--- config.mk ---
export PLATFORM = sky130hd
export DESIGN_NAME = instruction_fetch_stage
export DESIGN_NICKNAME = d
export VERILOG_FILES = /design/src/rtl/instruction_fetch_stage_pkg.sv /design/src/rtl/if_id_register.sv /design/src/rtl/instruction_fetch_stage.sv
export SDC_FILE = /design/constraint.sdc
export NUM_CORES = 1
export LEC_CHECK = 0
export ABC_AREA = 1
export ABC_CLOCK_PERIOD_IN_PS = 2600
export BUFFER_PORTS_ARGS = -buffer_cell sky130_fd_sc_hd__buf_2
export CORE_UTILIZATION = 35
export CTS_CLUSTER_SIZE = 30
export DETAILED_ROUTE_END_ITERATION = 8
export PLACE_DENSITY = 0.64
export SKIP_CTS_REPAIR_TIMING = 1
export SLEW_MARGIN = 15
export SYNTH_ARGS = -nofsm -noshare
export SYNTH_HDL_FRONTEND = slang
export SYNTH_SLANG_ARGS = --single-unit
--- constraint.sdc ---
create_clock -name clk -period 2.6 [get_ports clk]
set_clock_uncertainty 0.1 [all_clocks]
set_input_delay 0.39 -clock clk [delete_from_list [all_inputs] [get_ports clk]]
set_output_delay 0.39 -clock clk [all_outputs]
set_load 0.005 [all_outputs]
--- src/rtl/instruction_fetch_stage_pkg.sv ---
// Shared definitions for the instruction fetch stage: FSM encoding, NOP word and PC constants.
package instruction_fetch_stage_pkg;

   typedef enum logic [1:0] {
      RESET_HOLD = 2'd0,
      FETCH      = 2'd1,
      WAIT_MEM   = 2'd2,
      BUFFERED   = 2'd3
   } fetch_state_t;

   localparam logic [31:0] NOP          = 32'b0;
   localparam logic [31:0] PC_INCREMENT = 32'd4;
   localparam logic [31:0] PC_RESET     = 32'h0;

   // Redirect targets are forced onto a word boundary.
   function automatic logic [31:0] align_word(input logic [31:0] addr);
      return addr & ~32'h3;
   endfunction

endpackage

--- src/rtl/if_id_register.sv ---
// IF/ID pipeline register: squash wins over load, otherwise contents hold.
module if_id_register
   import instruction_fetch_stage_pkg::*;
(
   input  logic        clk,
   input  logic        reset,
   input  logic        load,
   input  logic        squash,
   input  logic [31:0] instruction,
   input  logic [31:0] next_pc,
   output logic [31:0] if_id_instruction,
   output logic [31:0] if_id_next_pc,
   output logic        if_id_valid
);

   always_ff @(posedge clk) begin
      if (reset || squash) begin
         if_id_instruction <= NOP;
         if_id_next_pc     <= '0;
         if_id_valid       <= 1'b0;
      end else if (load) begin
         if_id_instruction <= instruction;
         if_id_next_pc     <= next_pc;
         if_id_valid       <= 1'b1;
      end
   end

endmodule

--- src/rtl/instruction_fetch_stage.sv ---
// Instruction fetch stage: PC, fetch FSM, one-entry stall buffer and IF/ID register.
// Optional stall cycle counter enabled by defining FETCH_STALL_COUNTER_EN.
module instruction_fetch_stage
   import instruction_fetch_stage_pkg::*;
(
   input  logic        clk,
   input  logic        reset,
   input  logic        stall_enable,
   input  logic        flush,
   input  logic        pc_source_select,
   input  logic [31:0] branch_target,
   output logic        instr_mem_request,
   output logic [31:0] instr_mem_address,
   input  logic [31:0] instr_mem_data,
   input  logic        instr_mem_ready,
   output logic [31:0] if_id_instruction,
   output logic [31:0] if_id_next_pc,
   output logic        if_id_valid
`ifdef FETCH_STALL_COUNTER_EN
   ,
   output logic [15:0] stall_cycle_count
`endif
);

   fetch_state_t state, state_next;
   logic [31:0] pc, pc_next;
   logic [31:0] pc_plus;
   logic [31:0] target;
   logic [31:0] buf_word, buf_word_next;
   logic        pend, pend_next;
   logic [31:0] pend_pc, pend_pc_next;
   logic        load, squash;
   logic [31:0] load_word;

   assign pc_plus           = pc + PC_INCREMENT;
   assign target            = align_word(branch_target);
   assign instr_mem_address = pc;

   always_ff @(posedge clk) begin
      if (reset) begin
         state    <= RESET_HOLD;
         pc       <= PC_RESET;
         buf_word <= NOP;
         pend     <= 1'b0;
         pend_pc  <= PC_RESET;
      end else begin
         state    <= state_next;
         pc       <= pc_next;
         buf_word <= buf_word_next;
         pend     <= pend_next;
         pend_pc  <= pend_pc_next;
      end
   end

   always_comb begin
      state_next        = state;
      pc_next           = pc;
      buf_word_next     = buf_word;
      pend_next         = pend;
      pend_pc_next      = pend_pc;
      instr_mem_request = 1'b0;
      load              = 1'b0;
      squash            = 1'b0;
      load_word         = instr_mem_data;
      case (state)
         RESET_HOLD: begin
            state_next = FETCH;
            if (pc_source_select) begin
               pc_next = target;
               squash  = 1'b1;
            end else if (flush) begin
               squash = 1'b1;
            end
         end
         FETCH: begin
            if (pc_source_select) begin
               pc_next = target;
               squash  = 1'b1;
            end else begin
               squash = flush;
               if (!stall_enable) begin
                  instr_mem_request = 1'b1;
                  if (instr_mem_ready) begin
                     load    = 1'b1;
                     pc_next = pc_plus;
                  end else begin
                     state_next = WAIT_MEM;
                  end
               end
            end
         end
         WAIT_MEM: begin
            // The outstanding fetch must complete at a stable address; a redirect
            // seen meanwhile is parked in pend/pend_pc and the word is discarded.
            instr_mem_request = 1'b1;
            if (pc_source_select) begin
               squash = 1'b1;
               if (instr_mem_ready) begin
                  pc_next    = target;
                  pend_next  = 1'b0;
                  state_next = FETCH;
               end else begin
                  pend_next    = 1'b1;
                  pend_pc_next = target;
               end
            end else if (pend) begin
               squash = flush;
               if (instr_mem_ready) begin
                  pc_next    = pend_pc;
                  pend_next  = 1'b0;
                  state_next = FETCH;
               end
            end else begin
               squash = flush;
               if (instr_mem_ready) begin
                  if (flush) begin
                     pc_next    = pc_plus;
                     state_next = FETCH;
                  end else if (stall_enable) begin
                     buf_word_next = instr_mem_data;
                     state_next    = BUFFERED;
                  end else begin
                     load       = 1'b1;
                     pc_next    = pc_plus;
                     state_next = FETCH;
                  end
               end
            end
         end
         BUFFERED: begin
            if (pc_source_select) begin
               pc_next       = target;
               squash        = 1'b1;
               buf_word_next = NOP;
               state_next    = FETCH;
            end else if (flush) begin
               squash        = 1'b1;
               buf_word_next = NOP;
               pc_next       = pc_plus;
               state_next    = FETCH;
            end else if (!stall_enable) begin
               load          = 1'b1;
               load_word     = buf_word;
               buf_word_next = NOP;
               pc_next       = pc_plus;
               state_next    = FETCH;
            end
         end
         default: state_next = RESET_HOLD;
      endcase
   end

   if_id_register u_if_id (
      .clk               (clk),
      .reset             (reset),
      .load              (load),
      .squash            (squash),
      .instruction       (load_word),
      .next_pc           (pc_plus),
      .if_id_instruction (if_id_instruction),
      .if_id_next_pc     (if_id_next_pc),
      .if_id_valid       (if_id_valid)
   );

`ifdef FETCH_STALL_COUNTER_EN
   always_ff @(posedge clk) begin
      if (reset) begin
         stall_cycle_count <= '0;
      end else if (stall_enable && (stall_cycle_count != 16'hFFFF)) begin
         stall_cycle_count <= stall_cycle_count + 16'd1;
      end
   end
`endif

endmodule

# After elaboration in Yosys (flattened, before gate mapping)
# Cells that the tools add are included.
totals:
  ff_bits: 162
  output_inout_bits: 98
  in_bits: 70
  elab_cells: 91
classes:
  n_eq_ne: 15
  mux: 57
  addsub: 1
  reduce_logical: 9
  bitwise_logic: 1
ops:
  columns: ["operator", "count"]
  rows:
  - ["2-to-1 mux 32 bit", 23]
  - ["case mux 32 bit (4 select lines)", 1]
  - ["case mux 32 bit (2 select lines)", 1]
  - ["adder 32 x 3 -> 32 bit, second input constant", 1]
  - ["2-to-1 mux 2 bit", 12]
  - ["2-to-1 mux 1 bit", 16]
  - ["inequality test 2 bit, second input constant", 8]
  - ["inequality test 4 bit, second input constant", 2]
  - ["case mux 2 bit (4 select lines)", 1]
  - ["inequality test 3 bit, second input constant", 2]
  - ["AND reduction 6 bit", 1]
  - ["AND reduction 5 bit", 1]
  - ["== test 2 bit, second input constant", 2]
  - ["case mux 1 bit (2 select lines)", 2]
  - ["AND reduction 4 bit", 1]
  - ["OR reduction 2 bit", 2]
  - ["case mux 1 bit (3 select lines)", 1]
  - ["AND reduction 3 bit", 1]
  - ["== test 2 x 1 -> 1 bit, second input constant", 1]
  - ["logical NOT 2 bit", 1]
  - ["nonzero test 2 bit", 1]
  - ["logical OR 1 bit", 1]
  - ["NOT 1 bit", 1]

# Depth between registers and ports, before layout
# Gate-level depths: netlist (run 1).
depth:
  word_depth: 7
  ltp_mapped: 15
  mapped_depth_nobuf: 14

# Cells and area by module
# Synthesis (run 1) repeated with hierarchy kept, for this count alone.
hier_totals:
  cells_unflattened: 1444
  hier_area_um2: 9207.6
by_module_without_submodules:
  columns: ["mod", "seq_area_each_um2", "instances", "area_per_inst_um2", "cells_per_inst"]
  rows:
  - ["instruction_fetch_stage", 1901.8, 1, 6552.5, 1036]
  - ["if_id_register", 1301.2, 1, 2655.0, 408]

# Least setup slack after synthesis (run 1)
# No wires, ideal clock.
synth_timing:
  kind: "register to register"
  start: "register state[0]"
  end: "register pc[14] (netlist: instr_mem_address[14])"
  slack_ps: 646
  arrival_time_ps: 1722
  setup_ps: 132
  stages_incl_launch_ff: 12
  t_required_ps: 2368
  cell_sequence: "dfxtp_1 > inv_1 > ha_1 > inv_2 > nor2_8 > nor2_8 > nor2_4 > buf_6 > a221oi_1 > nand3_1 > o211ai_1 > a21oi_1"
synth_via:
  elab_chain_len: 3
  elab_cells_between_ends: 10
synth_lines:
  columns: ["element", "line_no", "rtl"]
  rows:
  - ["start, declared", "instruction_fetch_stage.sv:25", "fetch_state_t state, state_next;"]
  - ["start signal, assigned", "instruction_fetch_stage.sv:47", "state <= state_next;"]
  - ["== test 2 x 1 -> 1 bit, or another cell as far along", "instruction_fetch_stage.sv:65", "case (state)"]
  - ["inequality test 3 bit (no line) / inequality test 2 bit (equally long branches)", null, null]
  - ["AND reduction 4 bit (no line)", null, null]
  - ["end signal, assigned", "instruction_fetch_stage.sv:48", "pc <= pc_next;"]
  - ["end, declared", "instruction_fetch_stage.sv:26", "logic [31:0] pc, pc_next;"]
# Several ways; a longest one is shown, not always the timed one.
# A chain may end at the register's enable or synchronous reset.

# Final worst setup path (run 1)
layout_timing:
  start: "register state[1]"
  end: "output port instr_mem_request"
layout_via:
  elab_chain_len: 2
  elab_cells_between_ends: 3
layout_lines:
  columns: ["element", "line_no", "rtl"]
  rows:
  - ["== test 2 bit / == test 2 x 1 -> 1 bit (equally long branches)", "instruction_fetch_stage.sv:65", null]
  - ["case mux 1 bit (2 select lines) (*)", "instruction_fetch_stage.sv:65", null]
  - ["end, declared", "instruction_fetch_stage.sv:12", "output logic instr_mem_request,"]
# Mark *: on every way between the ends. The rest lies on a longest branch, timed or not.

==> summary.md, run 1 <==
| Metric | Value |
|---|---|
| Outcome | `completed` |
| Port bufs | `161` |
| Layout cell share with drive strength beyond 1 | `0.2245` |
| Commonest cells after routing, fill and taps aside | `nand2_1 (211), a21oi_1 (161), buf_2 (161), dfxtp_1 (158), nor2_1 (87)` |
| Worst setup SP type | `flop` |
| Dpl hpwl | `19.38 mm` |
| Critical Path RT | `2110 ps` |
| Sink Count | `158` |
| RSZ-0062 raised after global routing | `no` |
| Root Buffer | `clkbuf_16` |
| Worst-Margin Slew | `845.2 ps` |
| Final Hold Viols | `0` |
| VDD IR max | `0.6331 mV` |
| Worst r2r dst | `instr_mem_address[19]` |
| Achievable Freq | `406.8 MHz` |
| H-tree depth | `4` |
| Final number of setup-violating endpoints | `0` |
| Crit path to | `instr_mem_request` |
| Chip height | `157.7 µm` |
| Leakage dissipation | `4.398 nW` |
| Die area | `24,860 µm²` |
| Row cnt | `56` |
| Setup TNS | `0 ps` |
| Final net count | `1,377` |
| Most Crowded Layer GR | `met2` |
| GRT Residual Overflow | `0` |
| Share of the yosys chip area belonging to registers | `0.3729` |
| Worst R2R Path Depth | `10` |
| Initial antenna violation count | `1` |
| Worst min-delay path class | `primary input to flop` |
| Worst setup startpoint | `state[1]` |
| Met3 Usage GRT | `0.03750` |
| Worst skew pair latency | `430 ps` |
| Finished layout cell area | `10,210 µm²` |
| M2 GR Usage | `0.3424` |
| IO Count | `168` |
| Via-to-Cell Ratio | `5.218` |
| #FFs+latches synth | `158` |
| Period minus WS final | `2458 ps` |
| Syn_area_per_cell | `7.307 µm²` |
| Crit path largest cell delay | `410 ps` |
| Clock buffer count from CTS | `17` |
| R2r startpoint | `state[0]` |
| Largest net degree at the start of global routing | `69` |
| DRT Pass-1 Iters | `5` |
| CP cell instances | `inv_1, ha_2, nand3_1, a21boi_0, buf_2` |
| Initial drt markers | `734` |
| Max-slew headroom | `0.4365` |
| Yosys Warn Count | `0` |
| Max Cap Viol | `0` |
| Area of the core | `23,610 µm²` |
| Via Count | `8,527` |
| Synth async-reset ratio | `0` |
| Reg-to-reg slack, setup | `260 ps` |
| Critical path capture point type | `primary output` |
| Synth unique cells | `49` |
| Synthesized cell area | `8483 µm²` |
| Worst-path clk slew | `70 ps` |
| GR Util met1 | `0.3165` |
| Die W | `157.7 µm` |
| Synth-to-Final Area Change | `20.31%` |
| Most used DFF post-synth | `dfxtp_1` |
| DR WL/cell | `16.88 µm` |
| Final RePlAce weighted congestion | `0.9397` |
| Overall routing resource usage | `0.2239` |
| DP Area | `9614 µm²` |
| Syn Inst Count | `1,161` |
| Crit Path Category | `flop to primary output` |
| Vias in the first global route | `7,684` |
| Final Max Tran Viols | `0` |
| Tot Pwr | `10.10 mW` |
| Global-route wire length before repair | `42.90 mm` |
| CP max FO | `7` |
| Starting Density | `0.3593` |
| Drt drc | `0` |
| Routed Antenna Nets | `0` |
| Final wirelength | `27.58 mm` |
| Arr. time, crit path | `1970 ps` |
| CP max-delay cell | `a21boi_0` |
| Clock tree from TritonCTS | `built` |
| Max Buffers Root-to-Sink | `2` |
| Post-synth EDFFs | `0` |
| Commonest non-fill, non-tap cell in the layout | `nand2_1` |
| Final cycle utilization of the critical path | `0.9454` |
| PwrDens | `990.1 nW/µm²` |
==> routing by layer <==
layer	part of all wire	vias to the layer above
met5	0	-
met4	0.023	0
met3	0.065	39
met2	0.44	307
met1	0.47	3944
li1	-	4237
==> worst max-delay path: cells and delay by family, from the launching register on <==
kind / cells / cell delay [ps]
fa+ha+maj: 1 / 320
compound gates: 1 / 410
simple gates: 1 / 160
flops: 1 / 340
buf+inv: 2 / 310
==> through the flow <==
step                      hold WS (ps)  cells  utilization  worst slack [ps]
final                            132.0   1634       0.4322             141.9
after global routing             126.7   1634       0.4322             109.9
after CTS                        114.8   1633       0.4320             67.18
after detailed placement         339.3   1601       0.4072             297.8
after global placement           341.3   1601       0.4072             329.6
after floorplan                  320.1   1164            -             646.0
==> cells in the mapped netlist (all sizes together), types with 2 or more instances <==
cell,count,area share
nand2,221,0.10
a21oi,162,0.096
dfxtp,158,0.37
o21ai,124,0.074
nor2,108,0.064
inv,89,0.040
nand3,61,0.036
buf,48,0.038
mux2i,32,0.038
clkbuf,30,0.013
a31oi,18,0.013
o211ai,18,0.016
o211a,15,0.018
xor2,15,0.018
a211oi,12,0.011
nor3,11,0.012
a221oi,10,0.010
ha,6,0.0088
nand4,6,0.0044
xnor2,3,0.0031
a22oi,2,0.0018
o2111ai,2,0.0021
or2,2,0.0015
==> registers in the layout (all words and copies together), names as in the netlist <==
| name | cells |
|---|---|
| pend | 1 |
| pend_pc | 30 |
| state | 2 |
| u_if_id.if_id_valid | 1 |
| instr_mem_address | 30 |
| u_if_id.if_id_next_pc | 30 |
| u_if_id.if_id_instruction | 32 |
| buf_word | 32 |
==> final cells by class <==
| type | instances | area (µm²) |
|---|---|---|
| fill | 2495 | 13410 |
| multi-input combinational | 838 | 4556 |
| sequential | 158 | 3163 |
| timing repair buffer | 196 | 1156 |
| clock buffer | 18 | 439.2 |
| tap | 319 | 399.1 |
| inverter | 90 | 342.8 |
| clock inverter | 14 | 147.6 |
| antenna | 1 | 2.502 |
==> kinds of logic (layout without fill, tap and decap cells) <==
kind of cell	count (synthesis)	in the layout	synth area share
AOI/OAI and AO/OA	367	367	0.2459
xor gates and xnor gates	18	18	0.02124
muxes	32	32	0.03776
adders and majority gates	6	6	0.008849
and+or+nand+nor	411	411	0.2212
buffers and inverters	168	318	0.09174
other	1	5	0.0004421
DFF	158	158	0.3729
==> power breakdown <==
part | switching [mW] | total [mW] | leakage (nW) | internal, mW
Sequential | 0.523 | 3.38 | 1.28 | 2.86
Combinational | 2.65 | 4.19 | 2.83 | 1.54
Clock | 1.15 | 2.53 | 0.286 | 1.38
==> how the worst min path moves through the flow <==
stage | slack, ps | depth (start not counted) | to | from
finish | 130 | 3 | u_if_id.if_id_instruction[2] | instr_mem_data[2]
global route | 130 | 3 | u_if_id.if_id_instruction[31] | instr_mem_data[31]
CTS | 110 | 3 | u_if_id.if_id_instruction[2] | instr_mem_data[2]
detailed placement | 340 | 2 | pend_pc[22] | pend_pc[22]
global placement | 340 | 2 | pend_pc[28] | pend_pc[28]
floorplan | 320 | 2 | pend_pc[22] | pend_pc[22]
Note: power is estimated with default switching activity, not from simulation.
==> run 2: changes to the inputs <==
--- a/config.mk
+++ b/config.mk
@@ -11,7 +11,7 @@
 export CORE_UTILIZATION = 35
 export CTS_CLUSTER_SIZE = 30
 export DETAILED_ROUTE_END_ITERATION = 8
-export PLACE_DENSITY = 0.64
+export PLACE_DENSITY = 0.63
 export SKIP_CTS_REPAIR_TIMING = 1
 export SLEW_MARGIN = 15
 export SYNTH_ARGS = -nofsm -noshare
==> summary.md, run 2 (same netlist as run 1, synthesis figures left out) <==
| Metric | Value |
|---|---|
| PwrDens | `991.9 nW/µm²` |
| Dpl hpwl | `19.51 mm` |
| Final RePlAce weighted congestion | `0.9325` |
| Arr. time, crit path | `2570 ps` |
| Final Hold Viols | `0` |
| Row cnt | `56` |
| Period minus WS final | `2402 ps` |
| Synth-to-Final Area Change | `20.69%` |
| Commonest cells after routing, fill and taps aside | `nand2_1 (211), a21oi_1 (161), buf_2 (161), dfxtp_1 (158), nor2_1 (87)` |
| Root Buffer | `clkbuf_16` |
| CP max FO | `9` |
| Crit Path Category | `flop to flop` |
| Top Registers | `buf_word x32, u_if_id.if_id_instruction x32` |
| HP Start | `instr_mem_data[21]` |
| IO Count | `168` |
| Largest net degree at the start of global routing | `69` |
| VDD IR max | `0.4792 mV` |
| CP cell instances | `inv_1, ha_1, inv_2, nor2_8, nor2_8, nor2_8, nor2_2, inv_2, a21oi_1, o21ai_1, o211ai_1, a21oi_1` |
| GRT Residual Overflow | `0` |
| Clock tree from TritonCTS | `built` |
| # fillers | `2,502` |
| Die area | `24,860 µm²` |
| Setup TNS | `0 ps` |
| Finished Core Util | `0.4336` |
| Final cycle utilization of the critical path | `0.9237` |
| Outcome | `completed` |
| Port bufs | `161` |
| Worst min-delay path class | `primary input to flop` |
| DR WL/cell | `16.97 µm` |
| Post-Place Cells | `1,603` |
| Routed Antenna Nets | `0` |
| Critical path capture point type | `flop` |
| Final wirelength | `27.77 mm` |
| Initial antenna violation count | `2` |
| Starting Density | `0.3593` |
| Crit path largest cell delay | `360 ps` |
| Final Max Tran Viols | `0` |
| Layout cell share with drive strength beyond 1 | `0.2249` |
| Worst setup SP type | `flop` |
| Max-slew headroom | `0.4305` |
| Commonest non-fill, non-tap cell in the layout | `nand2_1` |
| Via Count | `8,473` |
| Finished layout cell area | `10,240 µm²` |
| Achievable Freq | `416.4 MHz` |
| DRT Pass-1 Iters | `5` |
| Leakage dissipation | `4.414 nW` |
| CP max-delay cell | `dfxtp_1` |
| Chip height | `157.7 µm` |
| Hold slack final | `130.5 ps` |
| Die W | `157.7 µm` |
| H-tree depth | `4` |
| Global-route wire length before repair | `42.76 mm` |
| Vias in the first global route | `7,528` |
| R2r startpoint | `state[0]` |
| Initial drt markers | `690` |
| Max Buffers Root-to-Sink | `2` |
| Worst-path clk slew | `70 ps` |
| Final number of setup-violating endpoints | `0` |
| Worst skew pair latency | `430 ps` |
| Max Cap Viol | `0` |
| Overall routing resource usage | `0.2227` |
| RSZ-0062 raised after global routing | `no` |
| Area of the core | `23,610 µm²` |
| Worst-Margin Slew | `854.3 ps` |
| Critical Path RT | `2760 ps` |
| CP most frequent cell | `nor2_8` |
| Drt drc | `0` |
| Worst setup startpoint | `state[0]` |
| Final net count | `1,379` |
| Layout Cells excl Fill | `1,636` |
| Sink Count | `158` |
| DP Area | `9642 µm²` |
| Clock buffer count from CTS | `17` |
| Via-to-Cell Ratio | `5.179` |
==> run 2: final cells by class <==
| class | count | area, µm² | share of cell area |
|---|---|---|---|
| Inverter | 90 | 342.8 | 0.03348 |
| Clock buffer | 17 | 425.4 | 0.04155 |
| Tap cell | 319 | 399.1 | 0.03898 |
| Multi-Input combinational cell | 838 | 4553 | 0.4447 |
| Clock inverter | 15 | 168.9 | 0.01650 |
| Timing Repair Buffer | 198 | 1184 | 0.1156 |
| Sequential cell | 158 | 3163 | 0.3089 |
| Antenna cell | 1 | 2.502 | 0.0002444 |
==> run 2: final timing paths <==
| check | depth (start not counted) | to | slack, ps |
|---|---|---|---|
| min | 3 | u_if_id.if_id_instruction[21] | 130 |
| max reg2reg | 12 | instr_mem_address[19] | 200 |
| max | 12 | instr_mem_address[19] | 200 |
| min reg2reg | 2 | pend_pc[24] | 360 |
==> run 2: stage by stage <==
step	total power, mW	setup slack (ps)
after floorplan	6.065	646.0
after global placement	7.531	273.7
after detailed placement	7.578	222.3
after CTS	10.16	139.3
after global routing	10.76	30.99
final	10.16	198.4
==> run 2: power by group <==
group	switching [mW]	internal, mW	total [mW]
Sequential	0.479	2.86	3.34
Clock	1.19	1.37	2.56
Combinational	2.71	1.55	4.26
==> run 2: worst max-delay path, delay by kind of cell (launching register included) <==
family          cells  cell delay [ps]
simple gates        4              660
buf+inv             3              450
compound gates      4              430
flops               1              360
fa+ha+maj           1              230
==> run 2: per-layer routing <==
layer / share of wire / up-vias / GRT usage
met4: 0.015 / 2 / 0.06195
met2: 0.45 / 272 / 0.3501
li1: - / 4239 / -
met3: 0.067 / 33 / 0.04161
met5: 0.00047 / - / 0
met1: 0.47 / 3927 / 0.3085
==> run 3: changes to the inputs <==
--- a/config.mk
+++ b/config.mk
@@ -6,13 +6,14 @@
 export NUM_CORES = 1
 export LEC_CHECK = 0
 export ABC_AREA = 1
-export ABC_CLOCK_PERIOD_IN_PS = 2600
+export ABC_CLOCK_PERIOD_IN_PS = 2050
 export BUFFER_PORTS_ARGS = -buffer_cell sky130_fd_sc_hd__buf_2
 export CORE_UTILIZATION = 35
 export CTS_CLUSTER_SIZE = 30
 export DETAILED_ROUTE_END_ITERATION = 8
-export PLACE_DENSITY = 0.63
+export PLACE_DENSITY = 0.65
 export SKIP_CTS_REPAIR_TIMING = 1
+export SKIP_LAST_GASP = 1
 export SLEW_MARGIN = 15
 export SYNTH_ARGS = -nofsm -noshare
 export SYNTH_HDL_FRONTEND = slang
==> constraint.sdc (replaced) <==
create_clock -name clk -period 2.05 [get_ports clk]
set_clock_uncertainty 0.1 [all_clocks]
set_input_delay 0.3075 -clock clk [delete_from_list [all_inputs] [get_ports clk]]
set_output_delay 0.3075 -clock clk [all_outputs]
set_load 0.005 [all_outputs]
==> summary.md, run 3 (same netlist as run 1, synthesis figures left out) <==
| Metric | Value |
|---|---|
| Outcome | `complete, but fails checks` |
| Violated checks | `negative setup slack` |
| CP max FO | `14` |
| # fillers | `2,319` |
| Die W | `157.7 µm` |
| Final number of setup-violating endpoints | `1` |
| Hold path cells | `3` |
| Min setup slack post-route | `-1.313 ps` |
| Setup TNS | `-1.313 ps` |
| Final RePlAce weighted congestion | `0.9875` |
| Period minus WS final | `2051 ps` |
| Final cycle utilization of the critical path | `1.001` |
| Global-route wire length before repair | `43.08 mm` |
| Final Hold Viols | `0` |
| Max Cap Viol | `0` |
| Sink Count | `158` |
| PwrDens | `1281 nW/µm²` |
| Worst setup SP type | `flop` |
| Arr. time, crit path | `2260 ps` |
| Synth-to-Final Area Change | `30.03%` |
| Critical path capture point type | `flop` |
| Drt drc | `0` |
| Via Count | `8,888` |
| Die area | `24,860 µm²` |
| DRT Pass-1 Iters | `5` |
| Worst min-delay path class | `primary input to flop` |
| Layout cell share with drive strength beyond 1 | `0.2758` |
| Worst skew pair latency | `430 ps` |
| Initial drt markers | `665` |
| Top Registers | `buf_word x32, u_if_id.if_id_instruction x32` |
| Finished Core Util | `0.4671` |
| Clock buffer count from CTS | `17` |
| H-tree depth | `4` |
| Leakage dissipation | `4.814 nW` |
| Final wirelength | `28.91 mm` |
| Worst R2R Path Depth | `12` |
| Crit Path Category | `flop to flop` |
| Max-slew headroom | `0.6103` |
| Routed Antenna Nets | `0` |
| Largest net degree at the start of global routing | `69` |
| Port bufs | `161` |
| Achievable Freq | `487.5 MHz` |
| Max Buffers Root-to-Sink | `2` |
| Starting Density | `0.3593` |
| Dpl hpwl | `19.60 mm` |
| Commonest cells after routing, fill and taps aside | `nand2_1 (210), a21oi_1 (161), buf_2 (161), dfxtp_1 (153), nor2_1 (84)` |
| Via-to-Cell Ratio | `5.231` |
| Area of the core | `23,610 µm²` |
| Root Buffer | `clkbuf_16` |
| Vias in the first global route | `7,993` |
| Overall routing resource usage | `0.2245` |
| Clock tree from TritonCTS | `built` |
| Critical Path RT | `2260 ps` |
| Worst-Margin Slew | `584.6 ps` |
| VDD IR max | `0.6544 mV` |
| Final Max Tran Viols | `0` |
| Initial antenna violation count | `1` |
| IO Count | `168` |
| Row cnt | `56` |
| Final net count | `1,441` |
| Commonest non-fill, non-tap cell in the layout | `nand2_1` |
| RSZ-0062 raised after global routing | `yes` |
| Chip height | `157.7 µm` |
| GRT Residual Overflow | `0` |
| Worst-path clk slew | `70 ps` |
| DR WL/cell | `17.01 µm` |
-- run 3: cell count changes in the layout (fill, tap and decap cells not counted), moves of 5 or more --
cell,previous run,this run
dfxtp_2,0,5
buf_12,8,14
dfxtp_1,158,153
buf_4,29,74
nor2_4,8,15
buf_6,0,5
-- run 3: metrics by stage --
step | instance area [µm²] | hold WS, ps | power (mW) | setup slack [ps] | std cells
5_1_grt | 11030 | 37.78 | 14.97 | -104.9 | 1698
4_1_cts | 10710 | 31.91 | 13.60 | -113.9 | 1687
6_report | 11030 | 45.93 | 14.13 | -1.313 | 1699
3_5_place_dp | 10110 | 339.3 | 10.24 | -58.07 | 1655
2_1_floorplan | 8494 | 320.1 | 7.693 | 96.03 | 1164
3_3_place_gp | 10110 | 341.8 | 10.14 | -22.38 | 1655
-- run 3: layout make-up --
cell class	count	area (µm²)	share of cell area
Tap cell	319	399.1	0.03618
Clock inverter	15	178.9	0.01622
Sequential cell	158	3169	0.2873
Clock buffer	17	425.4	0.03857
Timing Repair Buffer	259	1813	0.1644
Multi-Input combinational cell	839	4678	0.4241
Inverter	90	361.6	0.03278
Antenna cell	2	5.005	0.0004537
-- run 3: layer usage --
metal / GRT usage / up-vias / routed length, µm
met1: 0.3090 / 4139 / 13430
met4: 0.08599 / 0 / 599
met5: 0 / - / 0
met2: 0.3417 / 340 / 12950
met3: 0.04626 / 42 / 1923
li1: - / 4367 / -
-- run 3: report_power, final --
part | internal [mW] | total (mW) | switching (mW)
combinational | 2.79 | 6.75 | 3.96
sequential | 3.64 | 4.08 | 0.443
clock | 1.84 | 3.30 | 1.46
-- run 3: worst max-delay path: stages (launching register included) --
cell and delay [ps]:
dfxtp_2 350, inv_2 50, buf_6 110, ha_2 210, inv_1 120, nand2_1 100
nand2_1 110, nand3_2 90, buf_12 170, a221oi_1 210, o21ai_1 110, o21ai_1 140
a21oi_1 70
-- run 3: worst paths after layout --
kind	from	to	slack [ps]
max	state[0]	instr_mem_address[10]	-1
min	instr_mem_data[21]	u_if_id.if_id_instruction[21]	50
max reg2reg	state[0]	instr_mem_address[10]	-1
min reg2reg	pend_pc[11]	pend_pc[11]	360
